[config.mk]
export PLATFORM = sky130hd
export DESIGN_NAME = spike_rate_decoder_flat
export DESIGN_NICKNAME = d
export VERILOG_FILES = /design/src/rtl/spike_rate_decoder_if.sv /design/src/rtl/spike_rate_decoder.sv /design/src/flat_wrapper.sv
export SDC_FILE = /design/constraint.sdc
export NUM_CORES = 1
export LEC_CHECK = 0
export CORE_ASPECT_RATIO = 1.2
export CORE_MARGIN = 1
export CORE_UTILIZATION = 54
export DETAILED_ROUTE_END_ITERATION = 12
export PLACE_DENSITY = 0.79
export REMOVE_ABC_BUFFERS = 1
export SLEW_MARGIN = 5
export SYNTH_ARGS = -nofsm -noshare
export SYNTH_HDL_FRONTEND = slang
export SYNTH_SLANG_ARGS = --single-unit
[constraint.sdc]
create_clock -name clk -period 2.8 [get_ports clk]
set_clock_uncertainty 0.2 [all_clocks]
set_input_delay 0.84 -clock clk [delete_from_list [all_inputs] [get_ports clk]]
set_output_delay 0.84 -clock clk [all_outputs]
set_load 0.03 [all_outputs]
[src/rtl/spike_rate_decoder_if.sv]
// Result channel of the spike-rate decoder: winning class, its count and a tie
// flag, delivered with a valid/ready handshake.
interface spike_rate_decoder_if #(
  parameter int unsigned CLS_W = 4,
  parameter int unsigned CNT_W = 5
);
  logic             valid;
  logic             ready;
  logic [CLS_W-1:0] class_out;
  logic [CNT_W-1:0] class_count;
  logic             tie;

  modport master (output valid, class_out, class_count, tie, input ready);
  modport slave  (input valid, class_out, class_count, tie, output ready);
endinterface

[src/rtl/spike_rate_decoder.sv]
// Counts final-layer spikes per class over WINDOW ce-qualified timesteps, then
// scans the counters one class per clock to report the argmax and a tie flag.
module spike_rate_decoder #(
  parameter int unsigned NUM_CLASSES = 10,
  parameter int unsigned WINDOW      = 16,
  parameter int unsigned CLS_W       = (NUM_CLASSES > 1) ? $clog2(NUM_CLASSES) : 1,
  parameter int unsigned CNT_W       = $clog2(WINDOW + 1)
) (
  input  logic                   clk,
  input  logic                   rst_n,
  input  logic                   ce,
  input  logic                   start,
  input  logic [NUM_CLASSES-1:0] spike_in,
  output logic                   busy,
  spike_rate_decoder_if.master   res
);

  typedef enum logic [1:0] {IDLE, ACCUM, SCAN, DONE} state_t;

  localparam logic [CNT_W-1:0] TS_LAST  = CNT_W'(WINDOW - 1);
  localparam logic [CLS_W-1:0] IDX_LAST = CLS_W'(NUM_CLASSES - 1);

  state_t           state_q;
  logic [CNT_W-1:0] cnt_q [NUM_CLASSES];
  logic [CNT_W-1:0] ts_q;
  logic [CLS_W-1:0] idx_q;
  logic [CNT_W-1:0] best_q, best_d;
  logic [CLS_W-1:0] best_idx_q, best_idx_d;
  logic             tie_scan_q, tie_scan_d;
  logic             busy_q;
  logic             valid_q;
  logic [CLS_W-1:0] class_out_q;
  logic [CNT_W-1:0] class_count_q;
  logic             tie_q;
  logic [CNT_W-1:0] cur_cnt;

  // One comparison step of the argmax scan; strict '>' keeps the lowest index on ties.
  always_comb begin
    cur_cnt    = cnt_q[idx_q];
    best_d     = best_q;
    best_idx_d = best_idx_q;
    tie_scan_d = tie_scan_q;
    if (idx_q == '0 || cur_cnt > best_q) begin
      best_d     = cur_cnt;
      best_idx_d = idx_q;
      tie_scan_d = 1'b0;
    end else if (cur_cnt == best_q) begin
      tie_scan_d = 1'b1;
    end
  end

  always_ff @(posedge clk or negedge rst_n) begin
    if (!rst_n) begin
      state_q       <= IDLE;
      for (int unsigned i = 0; i < NUM_CLASSES; i++) cnt_q[i] <= '0;
      ts_q          <= '0;
      idx_q         <= '0;
      best_q        <= '0;
      best_idx_q    <= '0;
      tie_scan_q    <= 1'b0;
      busy_q        <= 1'b0;
      valid_q       <= 1'b0;
      class_out_q   <= '0;
      class_count_q <= '0;
      tie_q         <= 1'b0;
    end else begin
      case (state_q)
        IDLE: begin
          if (start) begin
            for (int unsigned i = 0; i < NUM_CLASSES; i++) cnt_q[i] <= '0;
            ts_q    <= '0;
            busy_q  <= 1'b1;
            state_q <= ACCUM;
          end
        end
        ACCUM: begin
          if (ce) begin
            for (int unsigned i = 0; i < NUM_CLASSES; i++)
              cnt_q[i] <= cnt_q[i] + CNT_W'(spike_in[i]);
            ts_q <= ts_q + 1'b1;
            if (ts_q == TS_LAST) begin
              idx_q      <= '0;
              best_q     <= '0;
              best_idx_q <= '0;
              tie_scan_q <= 1'b0;
              state_q    <= SCAN;
            end
          end
        end
        SCAN: begin
          best_q     <= best_d;
          best_idx_q <= best_idx_d;
          tie_scan_q <= tie_scan_d;
          idx_q      <= idx_q + 1'b1;
          // The last class's step feeds the result registers directly, saving a cycle.
          if (idx_q == IDX_LAST) begin
            class_out_q   <= best_idx_d;
            class_count_q <= best_d;
            tie_q         <= tie_scan_d;
            valid_q       <= 1'b1;
            busy_q        <= 1'b0;
            state_q       <= DONE;
          end
        end
        DONE: begin
          if (res.ready) begin
            valid_q <= 1'b0;
            if (start) begin
              for (int unsigned i = 0; i < NUM_CLASSES; i++) cnt_q[i] <= '0;
              ts_q    <= '0;
              busy_q  <= 1'b1;
              state_q <= ACCUM;
            end else begin
              state_q <= IDLE;
            end
          end
        end
        default: state_q <= IDLE;
      endcase
    end
  end

  assign busy            = busy_q;
  assign res.valid       = valid_q;
  assign res.class_out   = class_out_q;
  assign res.class_count = class_count_q;
  assign res.tie         = tie_q;

endmodule

[src/flat_wrapper.sv]
// flat-port wrapper written by rule: the top's interface ports become plain ports
module spike_rate_decoder_flat 
#(
  parameter int unsigned NUM_CLASSES = 10,
  parameter int unsigned WINDOW      = 16,
  parameter int unsigned CLS_W       = (NUM_CLASSES > 1) ? $clog2(NUM_CLASSES) : 1,
  parameter int unsigned CNT_W       = $clog2(WINDOW + 1)
)
  (clk, rst_n, ce, start, spike_in, busy, res_valid, res_class_out, res_class_count, res_tie, res_ready);
  spike_rate_decoder_if #(.CLS_W(CLS_W), .CNT_W(CNT_W)) res_i ();
  input  logic clk;
  input  logic rst_n;
  input  logic ce;
  input  logic start;
  input  logic [NUM_CLASSES-1:0] spike_in;
  output logic busy;
  output wire logic [$bits(res_i.valid)-1:0] res_valid;
  output wire logic [$bits(res_i.class_out)-1:0] res_class_out;
  output wire logic [$bits(res_i.class_count)-1:0] res_class_count;
  output wire logic [$bits(res_i.tie)-1:0] res_tie;
  input wire logic [$bits(res_i.ready)-1:0] res_ready;
  assign res_valid = res_i.valid;
  assign res_class_out = res_i.class_out;
  assign res_class_count = res_i.class_count;
  assign res_tie = res_i.tie;
  assign res_i.ready = res_ready;
  spike_rate_decoder #(.NUM_CLASSES(NUM_CLASSES), .WINDOW(WINDOW), .CLS_W(CLS_W), .CNT_W(CNT_W)) u_core (.clk(clk), .rst_n(rst_n), .ce(ce), .start(start), .spike_in(spike_in), .busy(busy), .res(res_i));
endmodule
==> results_dict.tcl, run 1 <==
set metrics [dict create \
    status "finished, violations left" \
    violations "setup timing" \
    worstMarginPinSlew_ns 0.469 \
    critPathSlowestCell "mux4_2" \
    grtUsageTotal_pct 27.8 \
    final_hold_viol_count 0 \
    irDropWorstVdd_uv 518 \
    antenna_cells 0 \
    drt-initial-drc-count 248 \
    fin_nets 637 \
    syn_area_um2 4820 \
    synth_commonest_cells "nand2_1 (146), dfrtp_1 (83), nand3_1 (50)" \
    rrSetupSlack_ns -0.11 \
    htree_levels 3 \
    p_per_area_nw_per_um2 862 \
    start_kind "flip-flop" \
    cp.arrival_ns 3.01 \
    setup_viol 16 \
    path_common_cell "and3_4" \
    clock_path_buffers 2 \
    synth_warnings 0 \
    timing.final.ws_setup_ns -0.112 \
    worstSkewPairLatency_ns 0.37 \
    period_share_pct 104 \
    synth_cell_types 46 \
    postPlaceCellArea_um2 5550 \
    clockRootBuffer "clkbuf_8" \
    num_vias 4201 \
    async_flop_share_pct 100 \
    synth-edff-count 0 \
    dpl.cell_count 688 \
    crit_fanout 7 \
    core_area_um2 8610 \
    r2r_cells 11 \
    start_util_pct 56.0 \
    drtPass1Iterations 6 \
    leakagePower_nw 2.81 \
    die_h_um 106 \
    seq_area_frac_synth_pct 43.1 \
    maxCapViolCount 0 \
    std_cell_rows 37 \
    grt_pass1_vias 4173 \
    yosysMostFrequentCell "nand2_1" \
    yosysTopAreaCellShare_pct 43.1 \
    drive_above_1_share_pct 24.9 \
    synthTopCellsByArea "dfrtp_1 (43%), nand2_1 (11%), ha_1 (9.1%), nand3_1 (5.2%), o31ai_2 (4.9%)" \
    startpoint "u_core.idx_q[0]$_DFFE_PN0P_" \
    place.gp.congestion 0.888 \
    syn_inst 519 \
    hold_class "primary input to async pin" \
    die_w_um 88.3 \
    r2r_start "u_core.idx_q[0]$_DFFE_PN0P_" \
    synth_flop_cell "dfrtp_1" \
    io_buffers 26 \
    drcViolationCount 0 \
    clkSinkCount 83 \
    cp-end-kind "flip-flop" \
    period_needed_ns 2.91 \
    dp_hpwl_um 7990 \
    wl_per_cell_um 17.1 \
    syn_area_per_cell_um2 9.29 \
    slowest_delay_ns 0.50 \
    finalPower_mw 5.13 \
    grt_pass1_wl_um 20000 \
    maxSlewViolCount 0 \
    final_antenna_net_count 0 \
    cts_buffers 9 \
    dieArea_um2 9310 \
    path_class "flip-flop to flip-flop" \
    cts_tree "done" \
    relSlewSlack_pct 68.7 \
    dpl_worst_slack_ns -0.143 \
    antenna_found_initial 0 \
    path_cells "buf_12 -> mux4_2 -> nand2_2 -> nand3_2 -> ha_4 -> and3_4 -> and3_4 -> a31o_4 -> buf_6 -> a21oi_4 -> a22o_1" \
    worstPathRequired_ns 2.90 \
    max_freq_mhz 343 \
    whs_ns 0.187 \
    r2r-end "u_core.best_idx_q[1]$_DFFE_PN0P_" \
    clk_pin_slew_ns 0.08 \
    drt-total-wl_um 12100 \
    areaGrowthSynthToFinish_pct 23.5 \
    postCtsHoldBufs 0 \
    grt_max_degree 45 \
    synth_seq_cells 83 \
    via_per_inst 5.94 \
    rsz0062_at_grt "true" \
    io_pins 27 \
    stdcell_area_um2 5960 \
    yosys.area.top_type "dfrtp_1" \
    endpoint "u_core.best_idx_q[1]$_DFFE_PN0P_" \
    instances_no_fill 707 \
    grt-ovfl-total 0 \
]
-- worst max-delay path: cells and delay by family, from the launching register on --
kind            cells  cell delay (ns)
flops               1             0.45
mux                 1             0.50
compound gates      3             0.66
fa+ha+maj           1             0.23
buf+inv             2             0.27
simple gates        4             0.55
-- layer usage --
layer | track usage, % | wire (um)
met3 | 4.78 | 564
met4 | 14.1 | 439
met5 | 0 | 0
met1 | 36.0 | 5050
met2 | 44.5 | 6010
-- where the power goes --
part           switching [mW]  internal [mW]
clock network           0.429          0.424
logic                    1.57           1.14
registers               0.185           1.39
-- timing repair --
item                                    in CTS  in global routing
endpoints found under the setup margin      20                 20
cloned                                       1                  0
gates resized for setup                     27                 11
pin swaps                                   20                  6
buffers inserted                             4                  0
hold endpoints to repair                     0                  0
-- how the worst min path moves through the flow --
stage,cells after the start,start,slack [ns],endpoint
after CTS,1,rst_n,0.20,u_core.idx_q[2]$_DFFE_PN0P_
after global routing,1,rst_n,0.21,u_core.idx_q[2]$_DFFE_PN0P_
after floorplan,2,u_core.ts_q[4]$_DFFE_PN0P_,0.25,u_core.ts_q[4]$_DFFE_PN0P_
final,1,rst_n,0.19,u_core.state_q[0]$_DFFE_PN0P_
after detailed placement,2,u_core.ts_q[4]$_DFFE_PN0P_,0.27,u_core.ts_q[4]$_DFFE_PN0P_
after global placement,2,u_core.ts_q[4]$_DFFE_PN0P_,0.26,u_core.ts_q[4]$_DFFE_PN0P_
-- through the flow --
| stage | TNS (ns) | utilization, % |
|---|---|---|
| after CTS | -0.431 | 68.7 |
| after floorplan | -58.35 | - |
| final | -0.927 | 69.2 |
| after global placement | -0.299 | 64.4 |
| after detailed placement | -1.34 | 64.4 |
| after global routing | -2.27 | 69.2 |
-- cells in the final DEF, fill, tap and decap left out, types with 7 or more instances in the layout --
| master | synthesis | routed |
|---|---|---|
| a22o_1 | 7 | 7 |
| buf_4 | 4 | 50 |
| clkbuf_8 | 0 | 10 |
| clkdlybuf4s50_1 | 0 | 25 |
| dfrtp_1 | 83 | 82 |
| ha_1 | 35 | 32 |
| inv_1 | 13 | 13 |
| mux2_2 | 16 | 16 |
| nand2_1 | 146 | 141 |
| nand3_1 | 50 | 45 |
| nor2_1 | 21 | 21 |
| o21ai_0 | 26 | 22 |
| o21ai_1 | 12 | 14 |
| o31ai_2 | 19 | 20 |
-- cell type report --
| class | count | area (um^2) |
|---|---|---|
| Clock buffer | 11 | 141 |
| Clock inverter | 3 | 40.0 |
| Timing Repair Buffer | 84 | 787 |
| Multi-Input combinational cell | 396 | 2710 |
| Tap cell | 117 | 146 |
| Sequential cell | 83 | 2080 |
| Fill cell | 646 | 2660 |
| Inverter | 13 | 48.8 |
-- flip-flops by register name (all words and copies together) (netlist names), 2 cells and up --
| signal | cells |
|---|---|
| u_core.idx_q | 4 |
| u_core.res.class_count | 5 |
| u_core.ts_q | 5 |
| u_core.res.class_out | 4 |
| u_core.state_q | 2 |
| u_core.best_q | 5 |
| u_core.cnt_q | 50 |
| u_core.best_idx_q | 4 |
-- logic make-up (layout without fill, tap and decap cells) --
| logic type | Yosys count | in the layout | synth area share, % |
|---|---|---|---|
| compound gates | 103 | 103 | 16.5 |
| fa+ha+maj | 35 | 35 | 9.08 |
| buf+inv | 40 | 111 | 4.07 |
| flops | 83 | 83 | 43.1 |
| mux | 21 | 21 | 6.07 |
| simple gates | 237 | 237 | 21.2 |
Power figures use the tool's default switching activity.
==> run 2, diff against run 1 <==
ABC_AREA = 1   (was default)
CORE_UTILIZATION = 55   (was 54)
PLACE_DENSITY = 0.8   (was 0.79)
==> run 2 against run 1 <==
Net effect: the flow now finishes without violations; count of clock-buffer cells in the layout decreased by 1; wire length decreased by 8.1%; register-to-register slack improved by 0.33 ns; non-clock buffer count decreased by 43; cell count increased by 15%; via count increased by 3.3%; final area decreased by 5.2%; flip-flop and latch count unchanged; synthesized cell count increased by 28%; highest routed layer unchanged; critical path type unchanged; total power decreased by 5.0%; sequential power decreased by 3%; largest cell class unchanged.
==> results_dict.tcl, run 2 <==
set metrics [dict create \
    start_util_pct 57.7 \
    num_vias 4340 \
    synth_seq_cells 83 \
    antenna_cells 0 \
    clk_pin_slew_ns 0.09 \
    cp.arrival_ns 2.69 \
    yosys.area.top_type "dfrtp_1" \
    drt-total-wl_um 11100 \
    htree_levels 3 \
    synth-edff-count 0 \
    die_w_um 89.2 \
    finalPower_mw 4.88 \
    drive_above_1_share_pct 9.05 \
    period_share_pct 92.1 \
    dpl_worst_slack_ns 0.0552 \
    path_class "flip-flop to flip-flop" \
    grt_pass1_wl_um 18600 \
    worstSkewPairLatency_ns 0.37 \
    yosysTopAreaCellShare_pct 41.4 \
    synth_flop_cell "dfrtp_1" \
    drcViolationCount 0 \
    std_cell_rows 37 \
    place.gp.congestion 0.883 \
    rsz0062_at_grt "false" \
    syn_inst 663 \
    drtPass1Iterations 5 \
    syn_area_per_cell_um2 7.57 \
    fin_nets 741 \
    final_hold_viol_count 0 \
    synth_cell_types 31 \
    maxSlewViolCount 0 \
    cp-end-kind "flip-flop" \
    wl_per_cell_um 13.6 \
    regMostFlops "u_core.cnt_q" \
    seq_area_frac_synth_pct 41.4 \
    grt-ovfl-total 0 \
    timing.final.ws_setup_ns 0.221 \
    synth_warnings 0 \
    async_flop_share_pct 100 \
    areaGrowthSynthToFinish_pct 12.5 \
    fill_cells 783 \
    path_common_cell "nand2_1" \
    final_antenna_net_count 0 \
    max_freq_mhz 388 \
    via_per_inst 5.34 \
    mostFrequentLayoutCell "nand2_1" \
    leakagePower_nw 2.91 \
    register_area_um2 2080 \
    syn_area_um2 5020 \
    postCtsHoldBufs 0 \
    drt-initial-drc-count 244 \
    relSlewSlack_pct 67.9 \
    period_needed_ns 2.58 \
    dp_hpwl_um 8030 \
    worstMarginPinSlew_ns 0.482 \
    synthTopCellsByArea "dfrtp_1 (41%), nand2_1 (15%), ha_1 (8.7%), nand3_1 (7.6%), inv_1 (6.4%)" \
    largest_reg_flops 50 \
    critPathTopFamily "simple AND/OR/NAND/NOR gates" \
    crit_fanout 21 \
    cts_setup_buffers 0 \
    slowest_delay_ns 0.41 \
    cts_tree "done" \
    start_kind "flip-flop" \
    yosysMostFrequentCell "nand2_1" \
    worstPathRequired_ns 2.91 \
    clkSinkCount 83 \
    core_area_um2 8700 \
    grt_max_degree 53 \
    setup_viol 0 \
    irDropWorstVdd_uv 752 \
    maxCapViolCount 0 \
    die_h_um 107 \
    layout_common_cells "nand2_1 (198), inv_1 (84), dfrtp_1 (82), nand3_1 (76), nor2_1 (50)" \
    grtUsageTotal_pct 25.4 \
    antenna_found_initial 0 \
    final_util_pct 64.9 \
    clockRootBuffer "clkbuf_8" \
    synth_commonest_cells "nand2_1 (198), inv_1 (85), dfrtp_1 (83)" \
    clock_path_buffers 2 \
    hold_class "primary input to async pin" \
    status "finished clean" \
    cts_resized 0 \
    path_cells "buf_6 -> nand2_1 -> o21ai_0 -> nand2_1 -> nand3_1 -> ha_1 -> nand2_1 -> nor2_2 -> nand2_1 -> nand3_1 -> nand2_4 -> nand2_2 -> nand2_1 -> nand2_1 -> nand2_1 -> nand2_1" \
    io_buffers 26 \
    dieArea_um2 9510 \
    critPathSlowestCell "dfrtp_1" \
    cp_num_buf_inv 1 \
    cts_buffers 9 \
    io_pins 27 \
    p_per_area_nw_per_um2 864 \
    grt_pass1_vias 4231 \
    multi_input_area_um2 2470 \
]
-- run 2: changes by cell type after synthesis, sizes merged, moves of 6 or more --
cell and delta:
mux2 -16, clkbuf -7, nand3 +26, inv +75
a22oi -6, o21ai +16, nor2 +34, nand2 +58
o31ai -23, a22o -7, nor3 +21
-- run 2: metal layers --
metal / global-route usage (%) / share of wire, %
met2: 44.4 / 52
met1: 30.8 / 42
met4: 11.3 / 2.5
met3: 3.00 / 4.1
met5: 0 / 0
-- run 2: cells by family after synthesis --
logic type	share of synthesized area (%)
adders and majority gates	8.72
DFF	41.4
and+or+nand+nor	32.5
buffers and inverters	9.80
muxes	0.199
AOI/OAI and AO/OA	7.08
xor gates and xnor gates	0.349
-- run 2: worst paths after layout --
path | startpoint | endpoint | slack (ns) | depth (start not counted)
max in group asynchronous | rst_n | u_core.idx_q[1]$_DFFE_PN0P_ | 1.56 | 2
min in group clk | u_core.res.class_out[3]$_DFFE_PN0P_ | u_core.res.class_out[3]$_DFFE_PN0P_ | 0.28 | 2
min reg2reg | u_core.res.class_out[3]$_DFFE_PN0P_ | u_core.res.class_out[3]$_DFFE_PN0P_ | 0.28 | 2
min | rst_n | u_core.cnt_q[35]$_DFFE_PN0P_ | 0.20 | 1
max | u_core.idx_q[0]$_DFFE_PN0P_ | u_core.best_q[3]$_DFFE_PN0P_ | 0.22 | 16
max reg2reg | u_core.idx_q[0]$_DFFE_PN0P_ | u_core.best_q[3]$_DFFE_PN0P_ | 0.22 | 16
-- run 2: through the flow --
step                area, um^2  hold slack (ns)  TNS (ns)  std cells
floorplan                 4860            0.250     -2.47        638
global placement          5430            0.264         0        796
detailed placement        5430            0.264         0        796
CTS                       5620            0.216         0        812
global route              5650            0.235         0        813
finish                    5650            0.201         0        813
-- run 2: power by group --
part / internal (mW) / switching [mW]
Clock: 0.414 / 0.453
Combinational: 0.795 / 1.69
Sequential: 1.39 / 0.139
Total: 2.60 / 2.28
-- run 2: cell type report --
class | instances | share of cell area, %
Clock inverter | 6 | 1.17
Multi-Input combinational cell | 468 | 43.8
Timing Repair Buffer | 41 | 7.51
Clock buffer | 10 | 2.26
Tap cell | 117 | 2.59
Sequential cell | 83 | 36.8
Inverter | 88 | 5.90
==> run 3, diff against run 2 <==
MAX_ROUTING_LAYER = met4   (was default)
TNS_END_PERCENT = 10   (was default)
==> run 3 against run 2 <==
Net effect: die area is the same; register-to-register slack about the same; global-route usage grew 0.73 points; fmax rose by 0.32%; critical path depth unchanged; hold slack better by 0.0016 ns; combinational power is essentially flat; non-clock buffer count unchanged; via count fell by 0.88%.
==> results_dict.tcl, run 3 (synthesized netlist as in run 2, its figures left out) <==
set metrics [dict create \
    cts_tree "done" \
    switching_share_pct 46.7 \
    final_hold_viol_count 0 \
    grt_pass1_vias 4228 \
    grt-ovfl-total 0 \
    globalRouteMet1Util_pct 31.0 \
    clkSinkCount 83 \
    slowest_delay_ns 0.41 \
    setup_tns_ns 0 \
    path_common_cell "nand2_1" \
    via_per_inst 5.29 \
    finalPower_mw 4.88 \
    grtUsageTotal_pct 26.1 \
    crit_fanout 21 \
    die_w_um 89.2 \
    gr-usage-met2_pct 44.3 \
    start_kind "flip-flop" \
    internal_power_mw 2.60 \
    regMostFlops "u_core.cnt_q" \
    clockRootBuffer "clkbuf_8" \
    leakagePower_nw 2.91 \
    layout_common_cells "nand2_1 (198), inv_1 (84), dfrtp_1 (82), nand3_1 (76), nor2_1 (50)" \
    clockPowerShare_pct 17.7 \
    clk_pin_slew_ns 0.09 \
    maxCapViolCount 0 \
    drtPass1Iterations 5 \
    num_vias 4302 \
    dp_hpwl_um 8030 \
    fill_cells 783 \
    busiest_layer "met2" \
    stdcell_area_um2 5650 \
    cp_num_buf_inv 1 \
    areaGrowthSynthToFinish_pct 12.5 \
    rrSetupSlack_ns 0.23 \
    fin_nets 741 \
    met3_usage_pct 3.00 \
    period_share_pct 91.8 \
    std_cell_rows 37 \
    final_antenna_net_count 0 \
    clock_path_buffers 2 \
    mostFrequentLayoutCell "nand2_1" \
    setup_viol 0 \
    status "finished clean" \
    antenna_found_initial 0 \
    seq_power_share_pct 31.4 \
    hold_class "primary input to async pin" \
    cp.arrival_ns 2.68 \
    rsz0062_at_grt "false" \
    drt-initial-drc-count 248 \
    relSlewSlack_pct 67.7 \
    drt-total-wl_um 11100 \
    place.gp.congestion 0.897 \
    grt_max_degree 53 \
    critPathTopFamily "simple AND/OR/NAND/NOR gates" \
    wl_per_cell_um 13.6 \
    power.switching_mw 2.28 \
    dieArea_um2 9510 \
    drcViolationCount 0 \
    path_class "flip-flop to flip-flop" \
    htree_levels 3 \
    cts_setup_buffers 0 \
    timing.final.ws_setup_ns 0.229 \
    path_cells "buf_6 -> nand2_1 -> o21ai_0 -> nand2_1 -> nand3_1 -> ha_1 -> nand2_1 -> nor2_2 -> nand2_1 -> nand3_1 -> nand2_4 -> nand2_2 -> nand2_1 -> nand2_1 -> nand2_1 -> nand2_1" \
    die_h_um 107 \
    largest_reg_flops 50 \
    postPlaceCellArea_um2 5430 \
    drive_above_1_share_pct 9.05 \
    worstSkewPairLatency_ns 0.37 \
    io_buffers 26 \
    cts_buffers 9 \
    worstMarginPinSlew_ns 0.483 \
    grt_pass1_wl_um 18600 \
    critPathSlowestCell "dfrtp_1" \
    period_needed_ns 2.57 \
    dpl_worst_slack_ns 0.0552 \
    cp-end-kind "flip-flop" \
    core_area_um2 8700 \
    io_pins 27 \
    maxSlewViolCount 0 \
    antenna_cells 0 \
    max_freq_mhz 389 \
    worstPathRequired_ns 2.91 \
    power_frac_comb_pct 50.9 \
    final_util_pct 64.9 \
    irDropWorstVdd_uv 756 \
    p_per_area_nw_per_um2 864 \
    start_util_pct 57.7 \
]
[run 3: cell counts in the layout (fill, tap and decap cells not counted)]
No cell type changed its count.
[run 3: path summary, 6_finish.rpt]
check                                                    startpoint                                   to  depth (start not counted)
worst max-delay path                    u_core.idx_q[0]$_DFFE_PN0P_         u_core.best_q[3]$_DFFE_PN0P_                         16
worst min-delay path                                          rst_n         u_core.cnt_q[35]$_DFFE_PN0P_                          1
worst max register to register          u_core.idx_q[0]$_DFFE_PN0P_         u_core.best_q[3]$_DFFE_PN0P_                         16
worst min register to register  u_core.res.class_out[3]$_DFFE_PN0P_  u_core.res.class_out[3]$_DFFE_PN0P_                          2
max in group asynchronous                                     rst_n          u_core.idx_q[1]$_DFFE_PN0P_                          2
min in group clk                u_core.res.class_out[3]$_DFFE_PN0P_  u_core.res.class_out[3]$_DFFE_PN0P_                          2
[run 3: metrics by stage]
stage,std cells,hold slack (ns)
after global routing,813,0.235
after CTS,812,0.216
final,813,0.203
after floorplan,638,0.250
after detailed placement,796,0.264
after global placement,796,0.264
[run 3: worst reg2reg max path, stage by stage, from the launching register on]
cell and delay (ns):
dfrtp_1 0.41, buf_6 0.18, nand2_1 0.06, o21ai_0 0.13, nand2_1 0.11, nand3_1 0.15, ha_1 0.34, nand2_1 0.06
nor2_2 0.15, nand2_1 0.08, nand3_1 0.12, nand2_4 0.12, nand2_2 0.13, nand2_1 0.08, nand2_1 0.08, nand2_1 0.06
nand2_1 0.07
[run 3: area by class of cell]
| type | count | area [um^2] | share of cell area [%] |
|---|---|---|---|
| sequential | 83 | 2080 | 36.8 |
| tap | 117 | 146 | 2.59 |
| clock buffer | 10 | 128 | 2.26 |
| clock inverter | 6 | 66.3 | 1.17 |
| timing repair buffer | 41 | 424 | 7.51 |
| multi-input combinational | 468 | 2470 | 43.8 |
| inverter | 88 | 333 | 5.90 |
[run 3: timing repair]
item,CTS,global route
hold buffers,0,0
setup endpoints to repair,0,20
resized for setup,0,7
[run 3: power groups by stage]
stage	combinational, mW	sequential [mW]	clock [mW]
after floorplan	1.51	1.59	0
after global placement	2.27	1.54	0
after detailed placement	2.37	1.55	0
after CTS	2.39	1.53	0.880
after global routing	2.78	1.55	0.923
final	2.48	1.53	0.865
[run 3: layer usage]
| metal | wire [um] | vias up |
|---|---|---|
| met5 | 0 | - |
| met4 | 327 | 0 |
| met3 | 395 | 30 |
| met2 | 5610 | 97 |
| met1 | 4740 | 2023 |
| li1 | - | 2152 |
